==> src/rtl/i2s_pkg.sv <==
// Shared I2S constants and the receive-side state encoding.
package i2s_pkg;
  localparam int DATA_WIDTH = 24;
  localparam int SLOT_WIDTH = 32;

  typedef enum logic [1:0] {S_SYNC, S_SHIFT, S_PAD} rx_state_t;
endpackage

==> src/rtl/i2s_edge_sync.sv <==
// Two-flop synchroniser for one slow input, plus a history flop for rise detect.
module i2s_edge_sync (
  input  logic mclk,
  input  logic rst,
  input  logic d,
  output logic q,
  output logic rise
);
  logic meta, lvl, prev;

  always_ff @(posedge mclk or posedge rst) begin
    if (rst) begin
      meta <= 1'b0;
      lvl  <= 1'b0;
      prev <= 1'b0;
    end else begin
      meta <= d;
      lvl  <= meta;
      prev <= lvl;
    end
  end

  assign q    = lvl;
  assign rise = lvl & ~prev;
endmodule

==> src/rtl/i2s_receiver.sv <==
// Standard-I2S capture: serial ADC stream to parallel left/right words with a
// pair-complete strobe and a short-word error strobe.
module i2s_receiver #(
  parameter int DATA_WIDTH = i2s_pkg::DATA_WIDTH,
  parameter int SLOT_WIDTH = i2s_pkg::SLOT_WIDTH
) (
  input  logic                  mclk,
  input  logic                  rst,
  input  logic                  sclk,
  input  logic                  lrclk,
  input  logic                  sdin,
  output logic [DATA_WIDTH-1:0] left_data,
  output logic [DATA_WIDTH-1:0] right_data,
  output logic                  valid,
  output logic                  frame_err
);
  import i2s_pkg::*;

  localparam int CW      = $clog2(SLOT_WIDTH) + 1;
  localparam int NUM_SIG = 3;
  localparam int SIG_SCLK = 0, SIG_LR = 1, SIG_SD = 2;

  logic [NUM_SIG-1:0] raw_v, sync_v, rise_v;
  assign raw_v = {sdin, lrclk, sclk};

  // Identical synchronisers keep sclk/lrclk/sdin mutually aligned.
  for (genvar i = 0; i < NUM_SIG; i++) begin : gen_sync
    i2s_edge_sync u_sync (
      .mclk (mclk),
      .rst  (rst),
      .d    (raw_v[i]),
      .q    (sync_v[i]),
      .rise (rise_v[i])
    );
  end

  logic sclk_rise, lr_s, sd_s;
  assign sclk_rise = |(rise_v & (NUM_SIG'(1) << SIG_SCLK));
  assign lr_s      = |(sync_v & (NUM_SIG'(1) << SIG_LR));
  assign sd_s      = |(sync_v & (NUM_SIG'(1) << SIG_SD));

  rx_state_t             state, state_n;
  logic [CW-1:0]         bit_cnt, bit_cnt_n;
  logic [DATA_WIDTH-1:0] shreg, shreg_n;
  logic                  chan, chan_n;
  logic                  lr_prev, primed, left_pend;
  logic                  boundary, wr_left, wr_right, err_n;

  // lr_prev is meaningless until one rise has been seen after reset; without
  // the primed flag a reset released mid-right-slot would fake a boundary.
  assign boundary = primed & (lr_s != lr_prev);

  always_ff @(posedge mclk or posedge rst) begin
    if (rst) state <= S_SYNC;
    else     state <= state_n;
  end

  always_comb begin
    state_n   = state;
    bit_cnt_n = bit_cnt;
    chan_n    = chan;
    shreg_n   = shreg;
    wr_left   = 1'b0;
    wr_right  = 1'b0;
    err_n     = 1'b0;
    if (sclk_rise) begin
      case (state)
        S_SYNC, S_PAD: begin
          if (state == S_PAD && bit_cnt != '1) bit_cnt_n = bit_cnt + 1'b1;
          if (boundary) begin
            state_n   = S_SHIFT;
            bit_cnt_n = '0;
            chan_n    = lr_s;
          end
        end
        S_SHIFT: begin
          if (boundary) begin
            err_n     = 1'b1;
            bit_cnt_n = '0;
            chan_n    = lr_s;
          end else begin
            shreg_n   = {shreg[DATA_WIDTH-2:0], sd_s};
            bit_cnt_n = bit_cnt + 1'b1;
            if (bit_cnt == CW'(DATA_WIDTH - 1)) begin
              wr_left  = ~chan;
              wr_right = chan;
              state_n  = S_PAD;
            end
          end
        end
        default: state_n = S_SYNC;
      endcase
    end
  end

  always_ff @(posedge mclk or posedge rst) begin
    if (rst) begin
      bit_cnt    <= '0;
      shreg      <= '0;
      chan       <= 1'b0;
      lr_prev    <= 1'b0;
      primed     <= 1'b0;
      left_pend  <= 1'b0;
      left_data  <= '0;
      right_data <= '0;
      valid      <= 1'b0;
      frame_err  <= 1'b0;
    end else begin
      bit_cnt   <= bit_cnt_n;
      shreg     <= shreg_n;
      chan      <= chan_n;
      valid     <= wr_right & left_pend;
      frame_err <= err_n;
      if (sclk_rise) begin
        lr_prev <= lr_s;
        primed  <= 1'b1;
      end
      if (wr_left)  left_data  <= shreg_n;
      if (wr_right) right_data <= shreg_n;
      if (wr_left)       left_pend <= 1'b1;
      else if (wr_right) left_pend <= 1'b0;
    end
  end
endmodule

==> config.mk <==
export PLATFORM = sky130hd
export DESIGN_NAME = i2s_receiver
export DESIGN_NICKNAME = d
export VERILOG_FILES = /design/src/rtl/i2s_pkg.sv /design/src/rtl/i2s_edge_sync.sv /design/src/rtl/i2s_receiver.sv
export SDC_FILE = /design/constraint.sdc
export NUM_CORES = 1
export LEC_CHECK = 0
export CORE_ASPECT_RATIO = 2
export CORE_MARGIN = 5
export CORE_UTILIZATION = 54
export DETAILED_ROUTE_END_ITERATION = 12
export PLACE_DENSITY = 0.79
export RECOVER_POWER = 25
export SYNTH_ARGS = -nofsm -noshare
export SYNTH_HDL_FRONTEND = slang
export SYNTH_HIERARCHICAL = 1
export SYNTH_SLANG_ARGS = --single-unit
==> constraint.sdc <==
create_clock -name mclk -period 3.4 [get_ports mclk]
set_input_delay 0.85 -clock mclk [delete_from_list [all_inputs] [get_ports mclk]]
set_output_delay 0.85 -clock mclk [all_outputs]
set_load 0.01 [all_outputs]
==> results.md <==
* VDD IR max at 433 uV
* Required time worst endpoint at between 3000 and 4000 ps
* Max Freq at 0.386 GHz
* Grt ovf at 0
* CTS buffer count at 9
* Final Non-Filler Cells at 385
* Slowest-stage cell, CP: nand3_2
* Synthesized area at around 3700 um^2
* Worst setup path start: gen_sync[0].u_sync/q
* Tot GR Track Use at 0.183
* CTS tree: yes
* Syn_area_per_cell at 15.8 um^2
* Starting Density at 0.555
* Skew-Pair Late Insertion Delay at ~340 ps
* CTS resizes at 0
* Status: complete, but fails checks
* Hold_ws at 349 ps
* Half-perimeter wire length after placement at 4.69 mm
* YS warnings at 6
* Min cycle time layout at 2590 ps
* First-pass detailed-route iteration total at 5
* H-tree Lvls at 3
* Die W at 68.3 um
* Area occupied by registers at 2330 um^2
* Total via count in the routed design at 2,088
* Endpoints failing hold at 0
* Hold Buf Count CTS at 0
* Vias in the first global route at 2,295
* Max-slew headroom at -0.0718
* Static leakage at ~2.2 nW
* Worst Tran Pin Value at 1600 ps
* Initial DRC count at 69
* Startpoint types: flop
* Pwr Total at 2.50 mW
* Syn-to-layout area delta at 26.3%
* DRT antenna net count at 0
* Vias/cell at 5.42
* Die H at between 100 and 150 um
* Io pins at 55
* Hold_sp: gen_sync[0].u_sync/meta
* Max Slew Vio Count at 37
* Cell row count at 42
* Drt drc at 0
* I/O Buffers at 54
* Cells after Synth at 233
* RSZ-0062 raised after global routing: false
* Global-route wire length before repair at 11.7 mm
* # fillers at 499
* Core ar. at 6620 um^2
* Max Cap Violations at 1
* Clk_skew at just over 7 ps
* CTS clk-pin slew, worst paths at 60 ps
* Initial antenna violation count at 0
* Layout net count at 300
* Crit path buf inv count at 0
* Worst-path maximum fanout at 25
* Final setup fails at 0
* CP cell instances: nor2b_1 -> nand3b_1 -> a21oi_2 -> nand3_2 -> mux2_2
* Violated checks: max-capacitance violations, max-slew violations
* CP endpoint kind: flop
* Root buf cell: clkbuf_16
* GP Congestion at between 0.8 and 0.9
* Power Density at 540 nW/um^2
* Setup Buffers After CTS at 0
* Worst R2R Start: gen_sync[0].u_sync/q
* Layout cell share with drive strength beyond 1 at 0.320
* Largest net degree at the start of global routing at 51
* Crit-path max cell delay at 590 ps
* Die area at 8650 um^2
* Placed cell count at 371
* Worst Hold Class: flop to flop
* Mapped Nets at 239
* WL/cell at 17.6 um
* Clock sink total at slightly above 90
* Crit-path leading delay family: simple AND/OR/NAND/NOR gates
* Fin Setup TNS at 0 ps
* Period utilisation layout at 0.761
* ANT cells at 0
* Multi-input logic area at 1260 um^2
* Critical path arrival at about 2800 ps
* WL final at 6.77 mm
* Setup Crit Path Kind: flop to flop
* CTS Buffer Depth at 2
-- stage by stage --
stage	setup WS, ps	util	cell area (um^2)
floorplan	328	-	3670
global placement	1010	0.651	4310
detailed placement	1060	0.651	4310
CTS	1030	0.702	4650
global route	560	0.700	4640
finish	812	0.700	4640
-- power breakdown --
part,internal [mW],switching [mW]
registers,1.17,0.0419
logic,0.0730,0.102
clock network,0.729,0.388
-- cell usage in the layout (no fill, tap or decap), types with 2 or more instances in the layout --
cell type	instances
dfrtp_1	93
mux2_2	52
clkdlybuf4s50_1	50
mux2_4	19
clkbuf_16	9
nand2_1	7
inv_1	7
nor2_1	5
nand3_1	4
a21oi_1	4
dlygate4sd3_1	4
a21o_1	3
a221o_1	3
a32o_1	3
mux2_1	3
bufinv_16	3
a211o_1	2
o21ai_0	2
or2_2	2
buf_4	2
-- registers in the layout, indices dropped and copies added (netlist names), 2 cells and up --
| name | cells |
|---|---|
| bit_cnt | 6 |
| gen_sync.u_sync/meta | 3 |
| gen_sync.u_sync/q | 3 |
| left_data | 24 |
| right_data | 24 |
| shreg | 24 |
| state | 2 |
-- per-layer routing --
layer / vias to the layer above / part of all wire / global-route usage / wire [um]
met4: 0 / 0.018 / 0.0668 / 123
met5: - / 0 / 0 / 0
met2: 63 / 0.55 / 0.305 / 3750
met1: 1062 / 0.38 / 0.223 / 2600
li1: 949 / - / - / -
met3: 14 / 0.045 / 0.0487 / 305
-- area by class of cell --
| type | count | share of cell area |
|---|---|---|
| sequential | 93 | 0.502 |
| clock buffer | 10 | 0.0515 |
| inverter | 8 | 0.00675 |
| tap | 88 | 0.0237 |
| multi-input combinational | 125 | 0.271 |
| clock inverter | 4 | 0.0210 |
| timing repair buffer | 57 | 0.124 |
-- path summary, 6_finish.rpt --
| check | slack (ps) | depth (start not counted) | end |
|---|---|---|---|
| max | 810 | 5 | right_data[8] |
| min | 350 | 0 | gen_sync[0].u_sync/q |
| max reg2reg | 810 | 5 | right_data[8] |
| min reg2reg | 350 | 0 | gen_sync[0].u_sync/q |
| max in group asynchronous | 1130 | 3 | left_data[8] |
| min in group asynchronous | 890 | 2 | gen_sync[1].u_sync/meta |
No activity file was read; power rests on OpenSTA's default activity.
